File: src/rtl/mux_sel_arbiter.sv
// Two-requester round-robin arbiter driving the select of a downstream 2:1 data mux.
// Grants are registered, bounded by MAX_HOLD under contention, and released on done or request drop.
module mux_sel_arbiter #(
  parameter int MAX_HOLD = 8
) (
  input  logic       clk,
  input  logic       rst,
  input  logic [1:0] req,
  input  logic       done,
  output logic [1:0] gnt,
  output logic       sel,
  output logic       busy,
  output logic       timeout
);

  typedef enum logic [1:0] {
    IDLE = 2'b00,
    GNT0 = 2'b01,
    GNT1 = 2'b10
  } state_e;

  localparam logic [7:0] MAX_HOLD_C = 8'(MAX_HOLD);

  state_e     state_r;
  state_e     state_s;
  logic [7:0] hcnt_r;
  logic [7:0] hcnt_s;
  logic       last_r;
  logic       last_s;
  logic       sel_s;
  logic       timeout_s;

  // Next-state arbitration, hold counter and last-granted pointer.
  always_comb begin
    state_s   = state_r;
    hcnt_s    = hcnt_r;
    last_s    = last_r;
    sel_s     = sel;
    timeout_s = 1'b0;

    case (state_r)
      IDLE: begin
        case (req)
          2'b01:   state_s = GNT0;
          2'b10:   state_s = GNT1;
          2'b11:   state_s = last_r ? GNT0 : GNT1;
          default: state_s = IDLE;
        endcase
      end
      GNT0: begin
        // A release outranks a forced handover, so done suppresses timeout.
        if (done || !req[0]) begin
          state_s = req[1] ? GNT1 : IDLE;
        end else if ((hcnt_r == MAX_HOLD_C) && req[1]) begin
          state_s   = GNT1;
          timeout_s = 1'b1;
        end else begin
          state_s = GNT0;
        end
      end
      GNT1: begin
        if (done || !req[1]) begin
          state_s = req[0] ? GNT0 : IDLE;
        end else if ((hcnt_r == MAX_HOLD_C) && req[0]) begin
          state_s   = GNT0;
          timeout_s = 1'b1;
        end else begin
          state_s = GNT1;
        end
      end
      default: begin
        state_s = IDLE;
      end
    endcase

    if (state_s == IDLE) begin
      hcnt_s = 8'd0;
    end else if (state_s != state_r) begin
      hcnt_s = 8'd1;
      last_s = (state_s == GNT1);
    end else if (hcnt_r < MAX_HOLD_C) begin
      hcnt_s = hcnt_r + 8'd1;
    end else begin
      hcnt_s = hcnt_r;
    end

    // sel keeps its last value while idle so the mux output stays stable.
    case (state_s)
      GNT0:    sel_s = 1'b0;
      GNT1:    sel_s = 1'b1;
      default: sel_s = sel;
    endcase
  end

  // State and registered outputs, all taken from the next-state decode.
  always_ff @(posedge clk or posedge rst) begin
    if (rst) begin
      state_r <= IDLE;
      hcnt_r  <= 8'd0;
      last_r  <= 1'b1;
      gnt     <= 2'b00;
      sel     <= 1'b0;
      busy    <= 1'b0;
      timeout <= 1'b0;
    end else begin
      state_r <= state_s;
      hcnt_r  <= hcnt_s;
      last_r  <= last_s;
      gnt     <= state_s;
      sel     <= sel_s;
      busy    <= (state_s != IDLE);
      timeout <= timeout_s;
    end
  end

endmodule

File: config.mk
export PLATFORM = sky130hd
export DESIGN_NAME = mux_sel_arbiter
export DESIGN_NICKNAME = d
export VERILOG_FILES = /design/src/rtl/mux_sel_arbiter.sv
export SDC_FILE = /design/constraint.sdc
export NUM_CORES = 1
export LEC_CHECK = 0
export ABC_AREA = 1
export ABC_CLOCK_PERIOD_IN_PS = 3950
export CAP_MARGIN = 30
export CORE_MARGIN = 2
export CORE_UTILIZATION = 42
export CTS_CLUSTER_SIZE = 40
export DETAILED_ROUTE_END_ITERATION = 8
export PLACE_DENSITY = 0.61
export SETUP_SLACK_MARGIN = 0.4
export SKIP_CTS_REPAIR_TIMING = 1
export SYNTH_ARGS = -nofsm -noshare
export SYNTH_HDL_FRONTEND = slang
export SYNTH_SLANG_ARGS = --single-unit
File: constraint.sdc
create_clock -name clk -period 3.95 [get_ports clk]
set_clock_uncertainty 0.1 [all_clocks]
set_input_delay 0.395 -clock clk [delete_from_list [all_inputs] [get_ports clk]]
set_output_delay 0.395 -clock clk [all_outputs]
set_load 0.02 [all_outputs]
======== Word-level counts from Yosys, hierarchy flattened ========
Cells that the tools add are included.
W data, S select, Z words.
cells by class
  equal/unequal tests ..................... 9
  reduce and logical (&&, ||, !) cells .... 12
  $lt $le $gt $ge ......................... 1
  bitwise gates (word level) .............. 1
  add/sub/neg operators ................... 1
  multiplexer cells ....................... 18
operators with widths
  cell                   count
  $mux W8                3
  $mux W2                6
  $pmux W2 S3            2
  $add A8 B1 Y8 const B  1
  $eq A2 B2 Y1 const B   4
  $eq A8 B4 Y1 const B   1
  $lt A8 B4 Y1 const B   1
  $eq A2 B1 Y1 const B   3
  $mux W1                5
  $logic_not A2 Y1       2
  $pmux W1 S2            2
  $reduce_bool A2 Y1     2
  $reduce_bool A3 Y1     1
  $logic_and A1 B1 Y1    2
  $logic_not A1 Y1       2
  $logic_or A1 B1 Y1     2
  $ne A2 B2 Y1           1
  $reduce_and A2 Y1      1
  $not A1 Y1             1
storage, ports and cells
  input port bits ......................... 5
  flip-flop bits (word level) ............. 14
  output and inout port bits .............. 5
  logic and storage cells ................. 48

======== Longest topological paths before layout ========
Gate-level depths: netlist (run 1).
  depth after elaboration ................. 8
  mapped depth ............................ 15
  mapped depth without buffers ............ 15

======== Least setup slack after synthesis (run 1) ========
Ideal clock, no wire load.
  path kind ............................... register to register
  start ................................... register state_r[0]
  end ..................................... register sel
  path buffers ............................ 0
  required time ........................... 3.725 ns
  cell stages (with the launch flop) ...... 10
  clock period less this slack ............ 1.918 ns
  data arrival time ....................... 1.694 ns
  setup time .............................. 0.125 ns
  setup slack ............................. 2.032 ns
  cells stage by stage .................... dfrtp_1 inv_1 ha_1 inv_1 nor2_1 nand2_1 nand3_1 nand2_1 ha_1 mux2_2
between the ends
  word-level cells in the longest chain between the ends .. 4
  elaborated cells on any way between the ends .. 8
  classes of those cells .................. eq/ne: 4; mux: 2; reduce/logical: 2
ends and longest elaborated chain
  item                                                      line  text
  start, declared                                           24    state_e state_r;
  start signal, assigned                                    106   state_r <= state_s;
  $eq A2 B2 Y1 (tied with other cells)                      41    case (state_r)
  $pmux W2 S3 (*)                                           41
  $eq A2 B2 Y1 / $eq A2 B1 Y1 (equally long branches)       88    case (state_s)
  $pmux W1 S2 / $reduce_bool A2 Y1 (equally long branches)  -
  end signal, assigned                                      110   sel <= sel_s;
  end, declared                                             11    output logic sel,
Mark *: on every way between the ends. The rest lies on a longest branch, timed or not.
A chain may end at the register's enable or synchronous reset.

======== Final worst setup path (run 1) ========
  start ................................... register hcnt_r[0]
  end ..................................... register sel
between the ends
  word-level cells in the longest chain between the ends .. 7
  elaborated cells on any way between the ends .. 12
  classes of those cells .................. eq/ne: 3; mux: 6; reduce/logical: 3
ends and longest elaborated chain
  item                                                      line    text
  start, declared                                           26      logic [7:0] hcnt_r;
  start signal, assigned                                    107     hcnt_r <= hcnt_s;
  $eq A8 B4 Y1 (*)                                          54, 64
  $logic_and A1 B1 Y1, on equally long branches             64, 54
  $mux W2, on equally long branches                         64, 54
  $mux W2, on equally long branches                         62, 52
  $pmux W2 S3 (*)                                           41
  $eq A2 B2 Y1 / $eq A2 B1 Y1 (equally long branches)       88
  $pmux W1 S2 / $reduce_bool A2 Y1 (equally long branches)  -
Marked as above.

==> summary.txt, run 1 <==
Placed design
  – Cell area after placement: 947 um2
  – Number of port buffers: 9
  – Gp weighted congestion: 0.770
  – HPWL Detailed: 1030 um

Die
  – Die area: 2330 um2
  – Die Y: 48.3 um
  – # rows: 16
  – Ports: 10
  – Core Region: 1900 um2
  – Die width: 48.3 um
  – Starting density of the core: 0.433

GRT
  – Gr busiest metal: met2
  – Vias in the first global route: 564
  – Initial antenna violation count: 0
  – GRT Overall Usage: 0.142
  – Met3 global-route usage: 0.0556
  – Grt met1 use: 0.178
  – Grt met2 use: 0.224
  – Pin count of the biggest net entering global routing: 15
  – Total global routing overflow: 0
  – First-pass GRT wire length: 2250 um

Layout
  – Core Util, Final: 0.517
  – Layout area overhead: 19.5%
  – Final net count: 125
  – Share of cells above drive strength 1: 0.144
  – Ant. Diodes: 0
  – Final Cell Area: 983 um2

Yosys
  – Yosys reg bits: 14
  – Post-synthesis sequential area ratio: 0.427
  – Post-Syn Nets: 111
  – Synth cell types: 20
  – Syn avg cell area: 8.40 um2
  – Post-Syn Instances: 98
  – YS warnings: 0
  – Fraction of registers with async set or reset after synthesis: 1.00
  – Number of enable flip-flop cells after synthesis: 0
  – Syn Std Cell Area: 823 um2
  – Post-synth top flop: dfrtp_1

Timing
  – Final setup viols: 0
  – Slew HR: 0.653
  – Final Hold Viols: 0
  – Max-slew violations: 0
  – Setup Total Neg Slack: 0 ps
  – Fin Hold WS: 341 ps
  – Worst Tran Pin Value: 520 ps
  – Achievable frequency: 0.501 GHz
  – Tmin final: 2000 ps
  – Crit share post-route: 0.505
  – RSZ-0062 raised after global routing: no

Worst setup path
  – Crit Path Max Fanout: 4
  – Critical path's slowest cell: dfrtp_1
  – WP data arrival: 2060 ps
  – Crit path largest cell delay: 420 ps
  – Crit path kind: reg -> reg
  – R2R Path End: sel
  – CP required: 4020 ps
  – CP startpoint kind: register
  – R2R Setup Slk: 1950 ps
  – Reg2reg path depth: 10
  – Worst reg2reg startpoint: hcnt_r[0]
  – Worst setup EP type: register
  – Cell Chain, Critical Path: inv_1 > ha_1 > nand3_2 > nor2_2 > nand2_1 > nand2_1 > nand3_2 > nand2_2 > ha_1 > mux2_2

Clocking
  – CTS Sinks: 14
  – Clk root buf: clkbuf_4
  – TritonCTS buffer count: 3
  – H-tree depth: 1
  – CTS clk-pin slew, worst paths: 90 ps
  – CTS max path bufs: 2
  – Clock Latency Late Sink: 270 ps
  – CTS tree: done

Power
  – Pwr per Cell Area: 654 nW/um2
  – Tot Pwr: 0.000643 W
  – Max VDD drop: 0.000437 V
  – Lkg Pwr: 0.479 nW

Hold path
  – Hold Path Class: in -> async

Routing
  – DRT iter0 DRCs: 12
  – Residual DRC: 0
  – Routed Antenna Nets: 0
  – Via count: 634
  – Vias/cell: 4.59
  – First-pass detailed-route iteration total: 4
  – Final wirelength: 1310 um
  – WL/cell: 9.49 um

Run
  – Max-Cap Viols: 0

Run status
  – Status: finished, final reports clean
power breakdown:
part	leakage, nW	switching [W]	internal [W]
logic	0.274	0.000197	0.000133
clock network	0.0210	0.0000458	0.0000560
registers	0.184	0.0000303	0.000181
cells by family after synthesis:
| family | share of synthesized area |
|---|---|
| DFF | 0.427 |
| xor gates and xnor gates | 0.0106 |
| AOI/OAI and AO/OA | 0.0730 |
| buffers and inverters | 0.0912 |
| and+or+nand+nor | 0.263 |
| muxes | 0.0137 |
| adders and majority gates | 0.122 |
critical path, delay by kind of cell (launching register included):
family	cells	cell delay, ps
muxes	1	270
DFF	1	420
adders and majority gates	2	400
and+or+nand+nor	6	620
buffers and inverters	1	90
state kept, by name, summed over array words and instances (netlist names):
signal / count
timeout: 1
busy: 1
sel: 1
hcnt_r: 8
state_r: 2
last_r: 1
stage by stage:
step | worst slack [ps] | instances
6_report | 1950 | 138
5_1_grt | 1780 | 138
4_1_cts | 1950 | 138
3_5_place_dp | 1730 | 134
3_3_place_gp | 1740 | 134
2_1_floorplan | 2030 | 98
cells in the final DEF, fill, tap and decap left out, drive strengths merged:
cell type,n
nand2,23
nand3,8
xor2,1
nor3,2
a41oi,1
o211ai,1
dfstp,1
inv,20
ha,8
dfrtp,13
mux2,1
nor2,12
clkbuf,4
o21ai,4
o21bai,2
clkdlybuf4s50,9
a21oi,1
routing by layer:
metal / vias to the layer above / wire length [um]
met4: 0 / 16
met3: 2 / 46
met5: - / 0
met1: 293 / 644
met2: 11 / 601
li1: 328 / -
final cells by class:
type,instances,area (um2)
clock buffers,4,36.3
fillers,191,918
inverters,20,75.1
multi-input cells,64,397
flip-flops and latches,14,352
well taps,27,33.8
repair buffers,9,90.1
worst max path at each step:
| stage | slack, ps | startpoint | depth (start not counted) | end |
|---|---|---|---|---|
| after floorplan | 2030 | state_r[0] | 9 | sel |
| final | 1950 | hcnt_r[0] | 10 | sel |
| after detailed placement | 1730 | req[0] | 8 | sel |
| after global routing | 1780 | hcnt_r[0] | 10 | sel |
| after CTS | 1950 | hcnt_r[0] | 9 | sel |
| after global placement | 1740 | req[0] | 8 | sel |
synth_stat cells (2+ instances only):
cell | n | area, um2
dfrtp_1 | 13 | 325
ha_1 | 8 | 100
inv_1 | 19 | 71.3
nand2_1 | 20 | 75.1
nand2_2 | 3 | 18.8
nand3_1 | 5 | 25.0
nand3_2 | 2 | 20.0
nor2_1 | 10 | 37.5
nor2_2 | 2 | 12.5
nor3_1 | 2 | 10.0
o21ai_0 | 4 | 20.0
o21bai_1 | 2 | 15.0
Note: power is estimated with default switching activity, not from simulation.
==> run 2: changes to the inputs <==
Settings changed: ABC_CLOCK_PERIOD_IN_PS 3950 to 1750, PLACE_DENSITY 0.61 to 0.63.
Clock period 3.95 ns to 1.75 ns, I/O delays scaled along.
==> run 2 against run 1 <==
  * The flow now finishes with violations (setup timing)
  * Maximum frequency up 6.5%
  * Flip-flop and latch count did not move
  * Sequential power increased by 120%
  * Setup slack got worse by 2100 ps
  * Power grew to 3.0 times the previous value
  * Register-to-register slack got worse by 2100 ps
  * First-iteration DRC count is 25% lower
  * Highest routed layer unchanged
==> summary.txt, run 2 (synthesis gave the netlist of run 1 again) <==
Run status
  – Status: finished with violations
  – Failing checks: setup timing

Layout
  – Final cell count without fillers: 158
  – Commonest non-fill, non-tap cell in the layout: buf_4
  – Final net count: 145
  – Layout area overhead: 52.4%
  – Reg with most FFs: hcnt_r
  – Final Cell Area: 1250 um2
  – Share of cells above drive strength 1: 0.435
  – Most frequent cells in the layout: buf_4, nand2_1, inv_1
  – Max FFs per register: 8
  – Core Util, Final: 0.660
  – Biggest regs: hcnt_r: 8 flops, state_r: 2 flops
  – Ant. Diodes: 0

Clocking
  – TritonCTS buffer count: 3
  – CTS tree: done
  – Clock Latency Late Sink: 270 ps
  – CTS Sinks: 14
  – CTS clk-pin slew, worst paths: 90 ps
  – Clk root buf: clkbuf_4
  – H-tree depth: 1
  – CTS max path bufs: 2

Timing
  – Final Hold Viols: 0
  – Slew HR: 0.646
  – Final setup margin: -123 ps
  – Max-slew violations: 0
  – RSZ-0062 raised after global routing: yes
  – Worst Tran Pin Value: 530 ps
  – Fin Hold WS: 130 ps
  – Achievable frequency: 0.534 GHz
  – Tmin final: 1870 ps
  – Final setup viols: 10
  – Crit share post-route: 1.07

Die
  – Die Y: 48.3 um
  – # rows: 16
  – Starting density of the core: 0.433
  – Core Region: 1900 um2
  – Die width: 48.3 um
  – Ports: 10
  – Die area: 2330 um2

GRT
  – GRT Overall Usage: 0.161
  – Initial antenna violation count: 0
  – Vias in the first global route: 651
  – First-pass GRT wire length: 2610 um
  – Total global routing overflow: 0
  – Pin count of the biggest net entering global routing: 15

Routing
  – Via count: 709
  – Final wirelength: 1690 um
  – Residual DRC: 0
  – Routed Antenna Nets: 0
  – First-pass detailed-route iteration total: 4
  – Vias/cell: 4.49
  – DRT iter0 DRCs: 9
  – WL/cell: 10.7 um

Placed design
  – # placed instances: 150
  – Gp weighted congestion: 0.822
  – Place WS: -215 ps
  – Cell area after placement: 1120 um2
  – HPWL Detailed: 1240 um
  – Number of port buffers: 9

Worst setup path
  – Critical path's slowest cell: dfrtp_1
  – Crit path kind: reg -> reg
  – Worst setup EP type: register
  – Crit Path Max Fanout: 4
  – WP data arrival: 1940 ps
  – Cell Chain, Critical Path: inv_2 > ha_4 > nand3_4 > nor2_4 > nand2_1 > nand2_1 > nand3_2 > nand2_4 > ha_4 > mux2_4
  – CP required: 1810 ps
  – CP delay by family, top: simple AND/OR/NAND/NOR gates
  – Crit path largest cell delay: 400 ps
  – Bufs and invs on worst path: 1
  – CP startpoint kind: register

Power
  – Pwr per Cell Area: 1550 nW/um2
  – Max VDD drop: 0.00110 V
  – Lkg Pwr: 0.647 nW

Run
  – Max-Cap Viols: 0

Hold path
  – Hold Path Class: in -> async
## run 2: cell count changes in the layout (fill, tap and decap cells not counted), moves of 4 or more
cell             delta
ha_4                +4
dlymetal6s2s_1      +4
clkdlybuf4s50_1     -5
inv_2               +5
inv_1               -6
nor2_1              -4
ha_1                -5
buf_4              +19
## run 2: report_power, final
| part | switching [W] | internal (W) | total [W] |
|---|---|---|---|
| logic | 0.000669 | 0.000614 | 0.00128 |
| registers | 0.0000570 | 0.000413 | 0.000470 |
| clock network | 0.000103 | 0.0000882 | 0.000191 |
| total | 0.000830 | 0.00112 | 0.00194 |
## run 2: final timing paths
| kind | startpoint | end | slack [ps] | depth (start not counted) |
|---|---|---|---|---|
| setup reg to reg | hcnt_r[0] | sel | -120 | 10 |
| hold / removal | rst | hcnt_r[4] | 130 | 2 |
| hold reg to reg | last_r | last_r | 390 | 2 |
| setup / recovery | hcnt_r[0] | sel | -120 | 10 |
| max in group asynchronous | rst | state_r[1] | 1040 | 2 |
| min in group clk | last_r | last_r | 390 | 2 |
## run 2: worst register-to-register path, stage by stage (launching register included)
cell	delay (ps)
dfrtp_1	400
inv_2	80
ha_4	140
nand3_4	70
nor2_4	130
nand2_1	70
nand2_1	80
nand3_2	110
nand2_4	110
ha_4	200
mux2_4	290
## run 2: metrics by stage
stage / power (W) / setup TNS [ps]
3_3_place_gp: 0.00155 / -715
3_5_place_dp: 0.00157 / -950
4_1_cts: 0.00177 / -1090
2_1_floorplan: 0.00117 / -79.8
5_1_grt: 0.00211 / -1460
6_report: 0.00194 / -355
## run 2: cell type report
cell class | instances | area [um2]
clock buffer | 4 | 26.3
fill | 180 | 647
inverter | 20 | 80.1
multi-input combinational | 64 | 512
sequential | 14 | 354
tap | 27 | 33.8
timing repair buffer | 29 | 249
## run 2: layer usage
metal | global-route usage | up-vias | routed length, um
met5 | 0 | - | 0
met3 | 0.0333 | 4 | 38
met2 | 0.261 | 7 | 899
met1 | 0.218 | 325 | 730
li1 | - | 373 | -
met4 | 0.0486 | 0 | 17
